File: src/rtl/adc_seq_pkg.sv
// Shared types and default constants for the SAR ADC conversion sequencer.
// ADC_SEQ_AVG_EN adds the ACC state used by the averaging build.
package adc_seq_pkg;

  localparam int unsigned DefDw          = 10;
  localparam int unsigned DefIw          = 16;
  localparam int unsigned DefStartCycles = 3;
  localparam int unsigned DefWakeCycles  = 16;
  localparam int unsigned DefTimeout     = 64;
  localparam int unsigned DefMaxAvgLog2  = 4;
  localparam int unsigned DefAccW        = DefDw + DefMaxAvgLog2;

  typedef enum logic [2:0] {
    StOff,
    StWake,
    StIdle,
    StStart,
    StWaitLo,
    StWaitHi
`ifdef ADC_SEQ_AVG_EN
    ,
    StAcc
`endif
  } state_e;

  function automatic logic [2:0] clamp_log2(input logic [2:0] v, input int unsigned lim);
    return (32'(v) > lim) ? 3'(lim) : v;
  endfunction

endpackage

File: src/rtl/adc_seq_eoc_sync.sv
// Two-flop synchroniser for the ADC macro EOC line with a rising-edge pulse.
// Flops reset to 1 so an idle-high EOC does not look like an edge after reset.
module adc_seq_eoc_sync (
  input  logic clk_i,
  input  logic rst_ni,
  input  logic eoc_i,
  output logic eoc_o,
  output logic rise_o
);

  logic [2:0] sync_q;

  always_ff @(posedge clk_i or negedge rst_ni) begin
    if (!rst_ni) begin
      sync_q <= 3'b111;
    end else begin
      sync_q <= {sync_q[1:0], eoc_i};
    end
  end

  // sync_q[2] only remembers the previous synchronised level for edge detection.
  assign eoc_o  = sync_q[1];
  assign rise_o = sync_q[1] & ~sync_q[2];

endmodule

File: src/rtl/adc_seq_ctrl.sv
// Conversion sequencer for a SAR ADC macro: wake, START pulse, EOC tracking, result handshake.
// Define ADC_SEQ_AVG_EN to average 2^avg_log2 back-to-back conversions per launch.
module adc_seq_ctrl
  import adc_seq_pkg::*;
#(
  parameter int unsigned Dw          = DefDw,
  parameter int unsigned Iw          = DefIw,
  parameter int unsigned StartCycles = DefStartCycles,
  parameter int unsigned WakeCycles  = DefWakeCycles,
  parameter int unsigned Timeout     = DefTimeout,
  parameter int unsigned MaxAvgLog2  = DefMaxAvgLog2
) (
  input  logic          clk_i,
  input  logic          rst_ni,
  input  logic          enable_i,
  input  logic          trig_i,
  input  logic          cont_i,
  input  logic [Iw-1:0] interval_i,
  input  logic [2:0]    avg_log2_i,
  input  logic          err_clr_i,
  output logic          adc_en_o,
  output logic          adc_start_o,
  input  logic          adc_eoc_i,
  input  logic [Dw-1:0] adc_d_i,
  output logic [Dw-1:0] result_o,
  output logic          result_valid_o,
  input  logic          result_ready_i,
  output logic          busy_o,
  output logic          timeout_err_o,
  output logic          overrun_o
);

  localparam int unsigned CntMax = (Timeout > WakeCycles) ?
                                   ((Timeout > StartCycles) ? Timeout : StartCycles) :
                                   ((WakeCycles > StartCycles) ? WakeCycles : StartCycles);
  localparam int unsigned CntW   = $clog2(CntMax + 1);

  state_e          state_q, state_d;
  logic [CntW-1:0] cnt_q, cnt_d;
  logic            pending_q, pending_d;
  logic [Iw-1:0]   ivl_q, ivl_d;
  logic            done_q, done_d;
  logic [Dw-1:0]   sample_q, sample_d;
  logic [Dw-1:0]   result_q, result_d;
  logic            valid_q, valid_d;
  logic            tmo_err_q, tmo_err_d;
  logic            ovr_q, ovr_d;
  logic            tmo_hit, ovr_set;
  logic            eoc_sync, eoc_rise;

`ifdef ADC_SEQ_AVG_EN
  localparam int unsigned AccW = Dw + MaxAvgLog2;
  localparam int unsigned SmpW = MaxAvgLog2 + 1;

  logic [AccW-1:0] acc_q, acc_d, acc_sum;
  logic [SmpW-1:0] smp_cnt_q, smp_cnt_d, last_smp;
  logic [2:0]      avg_q, avg_d;

  assign acc_sum  = acc_q + AccW'(adc_d_i);
  assign last_smp = (SmpW'(1) << avg_q) - SmpW'(1);
`else
  logic unused_avg;
  assign unused_avg = ^avg_log2_i;
`endif

  adc_seq_eoc_sync u_eoc_sync (
    .clk_i  (clk_i),
    .rst_ni (rst_ni),
    .eoc_i  (adc_eoc_i),
    .eoc_o  (eoc_sync),
    .rise_o (eoc_rise)
  );

  always_comb begin
    state_d   = state_q;
    cnt_d     = '0;
    pending_d = pending_q | (trig_i & enable_i);
    ivl_d     = (ivl_q != '0) ? ivl_q - 1'b1 : '0;
    done_d    = 1'b0;
    sample_d  = sample_q;
    tmo_hit   = 1'b0;
`ifdef ADC_SEQ_AVG_EN
    acc_d     = acc_q;
    smp_cnt_d = smp_cnt_q;
    avg_d     = avg_q;
`endif
    unique case (state_q)
      StOff: begin
        if (enable_i) state_d = StWake;
      end
      StWake: begin
        if (cnt_q == CntW'(WakeCycles - 1)) state_d = StIdle;
        else                                cnt_d   = cnt_q + 1'b1;
      end
      StIdle: begin
        if (pending_q || (cont_i && ivl_q == '0)) begin
          state_d   = StStart;
          pending_d = trig_i & enable_i;
          // Reload one short so consecutive launches land exactly interval cycles apart.
          ivl_d     = (interval_i == '0) ? '0 : interval_i - 1'b1;
`ifdef ADC_SEQ_AVG_EN
          avg_d     = clamp_log2(avg_log2_i, MaxAvgLog2);
`endif
        end
      end
      StStart: begin
        if (cnt_q == CntW'(StartCycles - 1)) state_d = StWaitLo;
        else                                 cnt_d   = cnt_q + 1'b1;
      end
      StWaitLo, StWaitHi: begin
        cnt_d = cnt_q + 1'b1;
        if (cnt_q == CntW'(Timeout - 1)) begin
          tmo_hit   = 1'b1;
          state_d   = StIdle;
          cnt_d     = '0;
`ifdef ADC_SEQ_AVG_EN
          acc_d     = '0;
          smp_cnt_d = '0;
`endif
        end else if (state_q == StWaitLo) begin
          if (!eoc_sync) state_d = StWaitHi;
        end else if (eoc_rise) begin
          cnt_d = '0;
`ifdef ADC_SEQ_AVG_EN
          if (smp_cnt_q == last_smp) begin
            sample_d  = Dw'(acc_sum >> avg_q);
            done_d    = 1'b1;
            acc_d     = '0;
            smp_cnt_d = '0;
            state_d   = StIdle;
          end else begin
            acc_d     = acc_sum;
            smp_cnt_d = smp_cnt_q + 1'b1;
            state_d   = StAcc;
          end
`else
          sample_d = adc_d_i;
          done_d   = 1'b1;
          state_d  = StIdle;
`endif
        end
      end
`ifdef ADC_SEQ_AVG_EN
      StAcc: state_d = StStart;
`endif
      default: state_d = StOff;
    endcase

    if (!enable_i) begin
      state_d   = StOff;
      cnt_d     = '0;
      pending_d = 1'b0;
      ivl_d     = '0;
      done_d    = 1'b0;
`ifdef ADC_SEQ_AVG_EN
      acc_d     = '0;
      smp_cnt_d = '0;
`endif
    end
  end

  always_comb begin
    result_d = result_q;
    valid_d  = valid_q;
    ovr_set  = 1'b0;
    if (valid_q && result_ready_i) valid_d = 1'b0;
    if (done_q) begin
      // A result landing on an accepted cycle simply replaces the old one.
      if (valid_q && !result_ready_i) begin
        ovr_set = 1'b1;
      end else begin
        result_d = sample_q;
        valid_d  = 1'b1;
      end
    end
    if (!enable_i) begin
      valid_d = 1'b0;
      ovr_set = 1'b0;
    end
    tmo_err_d = err_clr_i ? 1'b0 : (tmo_err_q | tmo_hit);
    ovr_d     = err_clr_i ? 1'b0 : (ovr_q | ovr_set);
  end

  always_ff @(posedge clk_i or negedge rst_ni) begin
    if (!rst_ni) begin
      state_q   <= StOff;
      cnt_q     <= '0;
      pending_q <= 1'b0;
      ivl_q     <= '0;
      done_q    <= 1'b0;
      sample_q  <= '0;
      result_q  <= '0;
      valid_q   <= 1'b0;
      tmo_err_q <= 1'b0;
      ovr_q     <= 1'b0;
`ifdef ADC_SEQ_AVG_EN
      acc_q     <= '0;
      smp_cnt_q <= '0;
      avg_q     <= '0;
`endif
    end else begin
      state_q   <= state_d;
      cnt_q     <= cnt_d;
      pending_q <= pending_d;
      ivl_q     <= ivl_d;
      done_q    <= done_d;
      sample_q  <= sample_d;
      result_q  <= result_d;
      valid_q   <= valid_d;
      tmo_err_q <= tmo_err_d;
      ovr_q     <= ovr_d;
`ifdef ADC_SEQ_AVG_EN
      acc_q     <= acc_d;
      smp_cnt_q <= smp_cnt_d;
      avg_q     <= avg_d;
`endif
    end
  end

  assign adc_en_o       = (state_q != StOff);
  assign adc_start_o    = (state_q == StStart);
  assign busy_o         = !(state_q inside {StOff, StWake, StIdle});
  assign result_o       = result_q;
  assign result_valid_o = valid_q;
  assign timeout_err_o  = tmo_err_q;
  assign overrun_o      = ovr_q;

endmodule

File: config.mk
export PLATFORM = sky130hd
export DESIGN_NAME = adc_seq_ctrl
export DESIGN_NICKNAME = d
export VERILOG_FILES = /design/src/rtl/adc_seq_pkg.sv /design/src/rtl/adc_seq_eoc_sync.sv /design/src/rtl/adc_seq_ctrl.sv
export SDC_FILE = /design/constraint.sdc
export NUM_CORES = 1
export LEC_CHECK = 0
export BUFFER_PORTS_ARGS = -buffer_cell sky130_fd_sc_hd__buf_4
export CAP_MARGIN = 30
export CORE_UTILIZATION = 55
export CTS_CLUSTER_SIZE = 10
export DETAILED_ROUTE_END_ITERATION = 8
export PLACE_DENSITY = 0.8
export SYNTH_ARGS = -nofsm -noshare
export SYNTH_HDL_FRONTEND = slang
export SYNTH_SLANG_ARGS = --single-unit
export TNS_END_PERCENT = 10
File: constraint.sdc
create_clock -name clk_i -period 2.4 [get_ports clk_i]
set_clock_uncertainty 0.05 [all_clocks]
set_input_delay 0.48 -clock clk_i [delete_from_list [all_inputs] [get_ports clk_i]]
set_output_delay 0.48 -clock clk_i [all_outputs]
set_load 0.02 [all_outputs]
==> impl_metrics.yaml <==
place:
  place_ws_ns: 0.1858
  place_area_mm2: 0.003309
  finalWeightedCongestion: 0.9284
  hpwl_um: 4381
  io_buffers: 49
sta:
  period_needed_ns: 2.065
  timing.fmax_mhz: 484.2
  slew_violations: 0
  setup_ws_ns: 0.3349
  rsz0062_at_grt: "false"
  finalCritPeriodShare_pct: 86.04
  finalSetupViolations: 0
  setup_tns_ns: 0
  hold_viol: 0
  slew_headroom_pct: 56.06
  tightest_slew_ns: 0.6591
floorplan:
  num_rows: 25
  die_area_mm2: 0.005467
  core_area_mm2: 0.004848
  die_w_um: 73.94
  io_pins: 53
  start_util_pct: 58.71
  die_h_um: 73.94
synth:
  yosysSeqAreaShare_pct: 47.60
  synthFlopType: "dfrtp_1"
  ys_ff_latch: 54
  synth.top_cells.by_area: "dfrtp_1 (45%), mux2_2 (8.7%), xnor2_1 (4.0%)"
  netlist_area_mm2: 0.002846
  synth-edff-count: 0
  syn-num-nets: 310
  synthesis.area_per_instance_um2: 10.58
  ys_types: 52
  synthArstFlopShare_pct: 100.0
  synth_largest_area_cell: "dfrtp_1"
  yosys_warnings: 0
  netlist.area_leader.share_pct: 44.84
  postSynthCellCount: 269
clocking:
  cts_made_buffers: 5
  ctsResizeCount: 0
  clkSinkCount: 54
  root_buffer: "clkbuf_8"
  clkTransAtPathRegs_ns: 0.10
  cts_tree: "done"
  postCtsSetupBuffers: 0
  holdBufCountCts: 0
  clockBufferDepth: 2
  h-tree-depth: 2
  clk_latency_ns: 0.31
outcome:
  status: "finished, final reports clean"
finish:
  regArea_mm2: 0.001355
  nNetsFinal: 366
  fillers: 375
  syn_to_final_growth_pct: 19.74
  utilization_pct: 70.30
  drive_gt1_share_pct: 31.29
  multi_input_area_mm2: 0.001424
  n_antenna_cell: 0
  final_cell_area_mm2: 0.003408
power:
  p_per_area_mw_per_mm2: 867.5
  ir_drop_mv: 0.5338
  leakagePower_nw: 1.499
  power_mw: 2.957
worst_setup_path:
  reg2reg_to: "cnt_q[3]"
  critical_path_class: "reg -> reg"
  worstPathRequired_ns: 2.54
  regToRegSetupSlack_ns: 0.33
  critPathMaxFanout: 6
  r2r_cells: 6
  arrival_ns: 2.20
  start_kind: "flip-flop"
  r2r-start: "cnt_q[0]"
  crit_path_end_kind: "flip-flop"
route:
  wl_um: 5799
  wl_per_cell_um: 14.76
  drc: 0
  ant_nets: 0
  drt_iter0_drc: 155
  vias_per_cell: 5.626
  drtPass1Iterations: 4
  vias: 2211
global_routing:
  grt_pass1_wl_um: 9570
  antenna_found_initial: 0
  grt_pass1_vias: 2137
  track_usage_pct: 23.14
  grt_start_max_net_pins: 55
  grt_overflow_total: 0
flow_run:
  drv_cap: 0
hold_path:
  hold_class: "in -> async"
where the power goes:
part           switching, mW  total (mW)  internal, mW  leakage, nW
Clock                  0.299       0.537         0.238       0.0478
Combinational          0.600        1.18         0.583        0.755
Sequential             0.179        1.24          1.06        0.697
Total                   1.08        2.96          1.88         1.50
cells by family after synthesis:
logic type,after synthesis,synth area share (%)
buf+inv,15,2.373
fa+ha+maj,4,1.758
flops,54,47.60
mux,23,9.055
xor+xnor,24,7.385
compound gates,44,9.582
simple gates,105,22.24
critical path, stage by stage, from the launching register on:
cell      delay (ns)
dfrtp_1         0.39
ha_1            0.21
nand3_1         0.19
o311ai_1        0.50
inv_1           0.10
o21bai_1        0.39
nor2_1          0.10
layout make-up:
cell class	count	area share, %
Sequential cell	54	39.76
Clock buffer	6	2.423
Clock inverter	2	0.4772
Multi-Input combinational cell	200	41.78
Inverter	9	0.9912
Tap cell	67	2.460
Timing Repair Buffer	55	12.11
how the worst max path moves through the flow:
stage	startpoint	to	slack (ns)	cells past startpoint
global route	cnt_q[0]	cnt_q[3]	0.09	6
floorplan	cnt_q[0]	sample_q[0]	0.51	7
finish	cnt_q[0]	cnt_q[3]	0.33	6
global placement	interval_i[4]	ivl_q[15]	0.24	6
detailed placement	interval_i[4]	ivl_q[13]	0.19	6
CTS	cnt_q[0]	cnt_q[3]	0.31	6
registers in the layout (all words and copies together) (netlist names):
register and flops:
cnt_q 7, done_q 1, ivl_q 16, overrun_o 1, pending_q 1, result_o 10, result_valid_o 1, sample_q 10
state_q 3, timeout_err_o 1, u_eoc_sync.sync_q 3
synthesized netlist by cell type, drive strengths merged (2+ instances only):
cell,count
nor4,5
nand3b,4
nor2,24
clkbuf,4
a21oi,11
nand4b,2
or3,4
buf,2
dfrtp,51
o21ai,8
nand4,4
o22ai,12
and3,3
nand3,15
or4,2
xor2,11
nor3,11
dfstp,3
a211oi,2
nor3b,3
o21bai,2
a31oi,2
ha,4
mux2,22
nand2b,5
nor2b,5
xnor2,13
inv,8
nand2,14
per-layer routing:
metal	up-vias	track usage [%]	routed length, µm
met3	5	6.911	331
met5	-	0	0
met2	45	37.98	2900
met1	1079	30.52	2520
met4	0	5.128	46
li1	1082	-	-
per-stage QoR:
step,cells,hold slack (ns)
2_1_floorplan,269,0.1344
3_3_place_gp,385,0.2960
3_5_place_dp,385,0.3020
4_1_cts,393,0.1589
5_1_grt,393,0.1889
6_report,393,0.1393
cell usage in the layout (no fill, tap or decap), types with 8 or more instances in the layout:
cell	netlist	routed
mux2_2	22	22
inv_1	8	8
buf_4	1	55
dfrtp_1	51	51
nand3_1	14	14
o22ai_1	12	12
nand2_1	12	12
xnor2_1	13	13
a21oi_1	11	11
nor3_1	9	9
nor2_1	24	24
xor2_1	11	11
Note: power is estimated with default switching activity, not from simulation.
